File: src/rtl/frame_counter.sv
// Sample pass-through with one cycle of latency that tags each sample with index, frame and frame flags.
// Optional FRAME_COUNTER_WRAP_EN: restart at index 0 after the last sample instead of stopping in DONE.
module frame_counter #(
    parameter int INPUTLENGTH  = 14,
    parameter int OUTPUTLENGTH = 14,
    parameter int TOTAL_DATA   = 15104,
    parameter int FRAME_LEN    = 256,
    parameter int NUM_W        = $clog2(TOTAL_DATA),
    parameter int POS_W        = $clog2(FRAME_LEN),
    parameter int FRM_W        = ($clog2((TOTAL_DATA + FRAME_LEN - 1) / FRAME_LEN) > 0)
                               ? $clog2((TOTAL_DATA + FRAME_LEN - 1) / FRAME_LEN) : 1
) (
    input  logic                    clk,
    input  logic                    rst,
    input  logic                    clr,
    input  logic                    di_en,
    input  logic [INPUTLENGTH-1:0]  data_i,
    output logic                    do_en,
    output logic [OUTPUTLENGTH-1:0] data_o,
    output logic [NUM_W-1:0]        num,
    output logic [POS_W-1:0]        pos,
    output logic [FRM_W-1:0]        frame,
    output logic                    sof,
    output logic                    eof,
    output logic                    last,
    output logic                    done
);

    typedef enum logic [1:0] {
        IDLE = 2'd0,
        RUN  = 2'd1,
        DONE = 2'd2
    } state_t;

    state_t           state, state_nx;
    logic [NUM_W-1:0] num_cnt, num_cnt_nx;
    logic [POS_W-1:0] pos_cnt, pos_cnt_nx;
    logic [FRM_W-1:0] frm_cnt, frm_cnt_nx;
    logic             accept;
    logic             at_last;
    logic             at_frame_end;
    logic             done_nx;

    assign accept       = di_en && (state != DONE) && !clr;
    assign at_last      = (num_cnt == NUM_W'(TOTAL_DATA - 1));
    assign at_frame_end = (pos_cnt == POS_W'(FRAME_LEN - 1));

    // NOTE: every signal driven here gets a default first, so no path can leave one unassigned and infer a latch.
    always_comb begin
        state_nx   = state;
        num_cnt_nx = num_cnt;
        pos_cnt_nx = pos_cnt;
        frm_cnt_nx = frm_cnt;
        done_nx    = 1'b0;

        if (clr) begin
            state_nx   = IDLE;
            num_cnt_nx = '0;
            pos_cnt_nx = '0;
            frm_cnt_nx = '0;
        end else if (accept) begin
            if (at_last) begin
                num_cnt_nx = '0;
                pos_cnt_nx = '0;
                frm_cnt_nx = '0;
                done_nx    = 1'b1;
`ifdef FRAME_COUNTER_WRAP_EN
                state_nx   = RUN;
`else
                state_nx   = DONE;
`endif
            end else begin
                state_nx   = RUN;
                num_cnt_nx = num_cnt + NUM_W'(1);
                if (at_frame_end) begin
                    pos_cnt_nx = '0;
                    frm_cnt_nx = frm_cnt + FRM_W'(1);
                end else begin
                    pos_cnt_nx = pos_cnt + POS_W'(1);
                end
            end
        end else begin
`ifndef FRAME_COUNTER_WRAP_EN
            // Without wrap, done is a level that follows the DONE state.
            done_nx = (state == DONE);
`endif
        end
    end

    // NOTE: sequential state uses non-blocking assignments so every register samples pre-edge values.
    always_ff @(posedge clk or posedge rst) begin
        if (rst) begin
            state   <= IDLE;
            num_cnt <= '0;
            pos_cnt <= '0;
            frm_cnt <= '0;
            done    <= 1'b0;
        end else begin
            state   <= state_nx;
            num_cnt <= num_cnt_nx;
            pos_cnt <= pos_cnt_nx;
            frm_cnt <= frm_cnt_nx;
            done    <= done_nx;
        end
    end

    // Output tags carry the counter values before this sample's increment.
    always_ff @(posedge clk or posedge rst) begin
        if (rst) begin
            do_en  <= 1'b0;
            data_o <= '0;
            num    <= '0;
            pos    <= '0;
            frame  <= '0;
            sof    <= 1'b0;
            eof    <= 1'b0;
            last   <= 1'b0;
        end else if (clr) begin
            do_en  <= 1'b0;
            data_o <= '0;
            num    <= '0;
            pos    <= '0;
            frame  <= '0;
            sof    <= 1'b0;
            eof    <= 1'b0;
            last   <= 1'b0;
        end else if (accept) begin
            do_en  <= 1'b1;
            data_o <= OUTPUTLENGTH'(data_i);
            num    <= num_cnt;
            pos    <= pos_cnt;
            frame  <= frm_cnt;
            sof    <= (pos_cnt == '0);
            eof    <= at_frame_end || at_last;
            last   <= at_last;
        end else begin
            do_en  <= 1'b0;
            sof    <= 1'b0;
            eof    <= 1'b0;
            last   <= 1'b0;
        end
    end

endmodule
File: config.mk
export PLATFORM = sky130hd
export DESIGN_NAME = frame_counter
export DESIGN_NICKNAME = d
export VERILOG_FILES = /design/src/rtl/frame_counter.sv
export SDC_FILE = /design/constraint.sdc
export NUM_CORES = 1
export LEC_CHECK = 0
export ABC_AREA = 1
export CORE_AREA = 2 2 82 84
export CTS_CLUSTER_DIAMETER = 40
export DETAILED_ROUTE_END_ITERATION = 8
export DIE_AREA = 0 0 84 86
export PLACE_DENSITY_LB_ADDON = 0.08
export RECOVER_POWER = 25
export SLEW_MARGIN = 20
export SYNTH_ARGS = -nofsm -noshare
export SYNTH_HDL_FRONTEND = slang
export SYNTH_SLANG_ARGS = --single-unit
File: constraint.sdc
create_clock -name clk -period 5.46 [get_ports clk]
set_clock_uncertainty 0.15 [all_clocks]
set_input_delay 0.546 -clock clk [delete_from_list [all_inputs] [get_ports clk]]
set_output_delay 0.546 -clock clk [all_outputs]
set_load 0.05 [all_outputs]
# Yosys cells after proc, flatten, opt, wreduce, memory -nomap -nowiden
# Index checks and enable logic that the tools add are counted.
# word_totals
reg_bits	77
inputBits	18
output_inout_bits	47
elab_cells	61
# op_classes
addsub	3
eq_ne	4
muxes	33
n_reduce_logical	8
# ops
op	n
14-bit two-way mux	7
8-bit two-way mux	6
6-bit two-way mux	6
14-bit by 1-bit adder with 14-bit output (second input constant)	1
14-bit == test (second input constant)	1
1-bit two-way mux	11
8-bit by 1-bit adder with 8-bit output (second input constant)	1
8-bit == test (second input constant)	1
8-bit logical NOT	1
6-bit by 1-bit adder with 6-bit output (second input constant)	1
2-bit two-way mux	3
3-bit nonzero test	1
2-bit == test (second input constant)	1
1-bit logical AND	2
2-bit inequality test (second input constant)	1
2-bit AND reduction	1
2-bit nonzero test	1
1-bit logical NOT	1
1-bit logical OR	1

# Logic depth before layout (Yosys ltp)
# depth
ltp_word	5
mapped_depth	9
depth_no_buf	9

# Worst setup path before layout
# OpenSTA, ideal clock, no wires.
# synth_timing
path_kind	register -> register
start	register num_cnt[0]
end	register frm_cnt[0]
setup_time_ps	67
arrival_ps	1302
path_slack_ps	3941
path_stages_with_launch	9
n_path_buf	0
synth_period_minus_slack_ps	1519
cell_sequence	dfrtp_1 -> ha_1 -> nand3_2 -> inv_2 -> nand2_2 -> nor2_4 -> nor2_1 -> nand4_1 -> nand2_1
# synth_via
elab_chain_cells	4
elab_cells_between_ends	6
classes_between	eq/ne: 1; mux: 3; reduce/logical: 2
# synth_rtl
element	line_no	text
start: declaration	36	logic [NUM_W-1:0] num_cnt, num_cnt_nx;
start signal: assignment	100	num_cnt <= num_cnt_nx;
14-bit == test *	45	assign at_last = (num_cnt == NUM_W'(TOTAL_DATA - 1));
6-bit two-way mux	62	if (at_last) begin
6-bit two-way mux	61	end else if (accept) begin
6-bit two-way mux	56	if (clr) begin
end signal: assignment	102	frm_cnt <= frm_cnt_nx;
end: declaration	38	logic [FRM_W-1:0] frm_cnt, frm_cnt_nx;
# Every way passes the cells marked *; elsewhere a longest branch is shown, timed or not. The select of a mux whose other input is x is not followed.
# A chain may end at the register's enable or synchronous reset.

# Worst setup path in the final report
# layout_timing
start	input port clr
end	register num_cnt[0]
# layout_via
elab_chain_cells	3
elab_cells_between_ends	4
classes_between	mux: 1; reduce/logical: 3
# layout_rtl
element	line_no	text
start: declaration	15	input logic clr,
1-bit logical NOT	44	assign accept = di_en && (state != DONE) && !clr;
1-bit logical AND	44	
2-bit nonzero test (no line)	--	
# Several ways; a longest one is shown, not always the timed one.

==> flow_summary_export.csv <==
group,metric,value,unit
synthesis,synth.avg_cell_area,9.56,um2
placed_design,gp_congestion,0.880,
die,pin_count,65,
setup_path,slowest_stage,"inv_1",
setup_path,critical_path_required,5.57,ns
global_route,grt_pass1_wl,12.4,mm
detailed_routing,drc,0,
clock_network,cts.sinks,77,
clock_network,cts_root_buf,"clkbuf_8",
finish,final_cells,504,
placed_design,dp.cells,488,
synthesis,syn_nets,379,
synthesis,synthCells,357,
pwr,max-vdd-ir-drop,0.174,mV
clock_network,cts_resized,0,
placed_design,place_area,4090,um2
timing,worstMarginPinSlew,1.27,ns
synthesis,synthArstFlopShare,100,%
die,die_w,84,um
pwr,clockPowerShare,41.1,%
finish,drive_above_1_share,7.49,%
detailed_routing,drt_iter0_drc,130,
timing,tns,0,ns
detailed_routing,wl_per_cell,14.2,um
pwr,finalPower,1.18,mW
finish,diodes,0,
setup_path,crit_chain,"clkdlybuf4s50_1, inv_1, nand3_1, inv_1, nand2_2, o21ai_0",
die,die_h,86,um
setup_path,crit_fanout,27,
setup_path,cpMostUsedCell,"inv_1",
clock_network,worstSkewPairLatency,0.34,ns
finish,fin_area,4280,um2
clock_network,cts_tree,"yes",
synthesis,synth_cell_type_count,27,
clock_network,cts_buffer_depth,2,
pwr,intPower,0.898,mW
placed_design,port-buffer-count,64,
setup_path,startpoint_type,"input pin",
timing,whs,0.336,ns
detailed_routing,antenna_left,0,
synthesis,synth_top_area_share,56.5,%
synthesis,synth.cell_area,3410,um2
timing,slew-limit-headroom,15.5,%
worst_hold_path,hold_path.class,"register to register",
global_route,grt_max_degree,47,
synthesis,synth_area_leaders,"dfrtp_1 (56%), nand2_1 (9.1%), a22o_1 (4.9%), o21ai_0 (4.4%), inv_1 (4.2%)",
placed_design,place_hpwl,4.78,mm
outcome,status,"finished clean",
timing,finalHoldViolations,0,
clock_network,cts.htree.levels,3,
synthesis,synth_common_cells,"nand2_1 (83), dfrtp_1 (77), inv_1 (38), o21ai_0 (30)",
setup_path,crit_arrival,3.06,ns
detailed_routing,drt-vias-per-instance,5.21,
synthesis,yosysMostFrequentCell,"nand2_1",
pwr,p_sw_share,23.9,%
timing,slew_viol_final,0,
timing,fin_crit_sh,54.0,%
finish,nNetsFinal,444,
die,initial_core_util,54.4,%
global_route,antenna_found_initial,0,
pwr,p_switching,0.282,mW
synthesis,synth_ff_type,"dfrtp_1",
timing,timing.final.crit_period,2.95,ns
pwr,pwr-share-seq,49.8,%
clock_network,post_cts.repair.setup_buffers,0,
synthesis,ys_warn_count,0,
detailed_routing,drtPass1Iterations,4,
timing,setup_viol,0,
timing,rsz0062_at_grt,"no",
timing,clock.fmax,339,MHz
synthesis,synth_area_leader_cell,"dfrtp_1",
clock_network,path_clk_slew,0.08,ns
pwr,powerDensity,276,nW/um2
finish,areaGrowthSynthToFinish,25.4,%
synthesis,synth_edf_count,0,
global_route,grtUsageTotal,21.5,%
die,dieArea,7220,um2
pwr,combPwrFrac,9.1,%
clock_network,hold_buffers,0,
setup_path,path_class,"input pin to register",
synthesis,synth_seq_cells,77,
setup_path,end_kind,"register",
clock_network,cts_buffers,9,
global_route,grt.overflow.total,0,
synthesis,seq_area_frac_synth,56.5,%
finish,nFillCells,504,
pwr,leakage,2.00,nW
die,core,6280,um2
die,placementRows,29,
setup_path,critPathMaxStageDelay,0.85,ns
detailed_routing,vias,2626,
global_route,grt_pass1_vias,2576,
detailed_routing,finalWirelength,7.17,mm
flow_run,drv_cap,0,
power groups by stage:
stage	clock network [mW]	registers (mW)	logic, mW
after global placement	0	0.599	0.109
after detailed placement	0	0.600	0.110
after global routing	0.517	0.590	0.116
after floorplan	0	0.627	0.0427
after CTS	0.489	0.588	0.110
final	0.485	0.588	0.107
kinds of logic (layout without fill, tap and decap cells):
group	count (synthesis)	in the layout	synth area share (%)
buffers and inverters	54	124	6.78
adder cells (fa/ha/maj)	4	4	1.47
XOR/XNOR	12	12	3.08
AND/OR/NAND/NOR	145	145	20.3
flip-flops	77	77	56.5
AO/OA/AOI/OAI	65	65	11.9
worst paths after layout:
path,startpoint,end,slack (ns),cells past startpoint
worst max-delay path,clr,num_cnt[0],2.51,6
worst min-delay path,num[11],num[11],0.34,2
worst max register to register,state[1],num_cnt[0],2.81,5
worst min register to register,num[11],num[11],0.34,2
max in group asynchronous,rst,pos[5],3.13,3
min in group asynchronous,rst,data_o[11],0.84,2
routing by layer:
metal | track usage, % | wire (um) | vias to the layer above
met4 | 8.80 | 82 | 0
met2 | 33.7 | 3280 | 65
met5 | 0 | 0 | -
met3 | 3.95 | 352 | 5
met1 | 29.9 | 3460 | 1259
li1 | - | - | 1297
worst max-delay path: cells and delay by family:
kind | cells | cell delay (ns)
buffers and inverters | 3 | 1.42
AOI/OAI and AO/OA | 1 | 0.19
and+or+nand+nor | 2 | 0.89
flip-flops by register name, indices dropped and copies added, names as in the netlist, 2 cells and up:
register  flops
data_o       14
frm_cnt       6
pos_cnt       8
pos           8
state         2
frame         6
num          14
num_cnt      14
stage by stage:
stage	util, %	setup WS, ns
3_5_place_dp	65.1	2.54
5_1_grt	68.2	2.18
4_1_cts	68.7	2.89
2_1_floorplan	-	2.80
3_3_place_gp	65.1	2.62
6_report	68.2	2.51
final cells by class:
class	count	area (um2)	area share, %
clock buffer	12	155	3.62
clock inverter	4	70.1	1.64
inverter	43	161	3.77
multi-input combinational	226	1220	28.6
sequential	77	1930	45.0
tap	77	96.3	2.25
timing repair buffer	65	648	15.1
cells in the final DEF (no fill, tap or decap), drive strengths merged:
cell type / synthesis / final
nand2: 88 / 88
dfrtp: 77 / 77
clkdlybuf4s50: 0 / 63
inv: 43 / 42
o21ai: 40 / 40
nor2: 23 / 23
nand3: 21 / 21
a22o: 19 / 19
xor2: 12 / 12
clkbuf: 3 / 12
nand4: 8 / 8
o22ai: 5 / 5
ha: 4 / 4
nor3: 3 / 3
clkinv: 0 / 3
bufinv: 0 / 2
nand3b: 1 / 1
or2: 1 / 1
a21oi: 1 / 1
dlygate4sd3: 0 / 1
buf: 8 / 1
No activity file was read; power rests on OpenSTA's default activity.
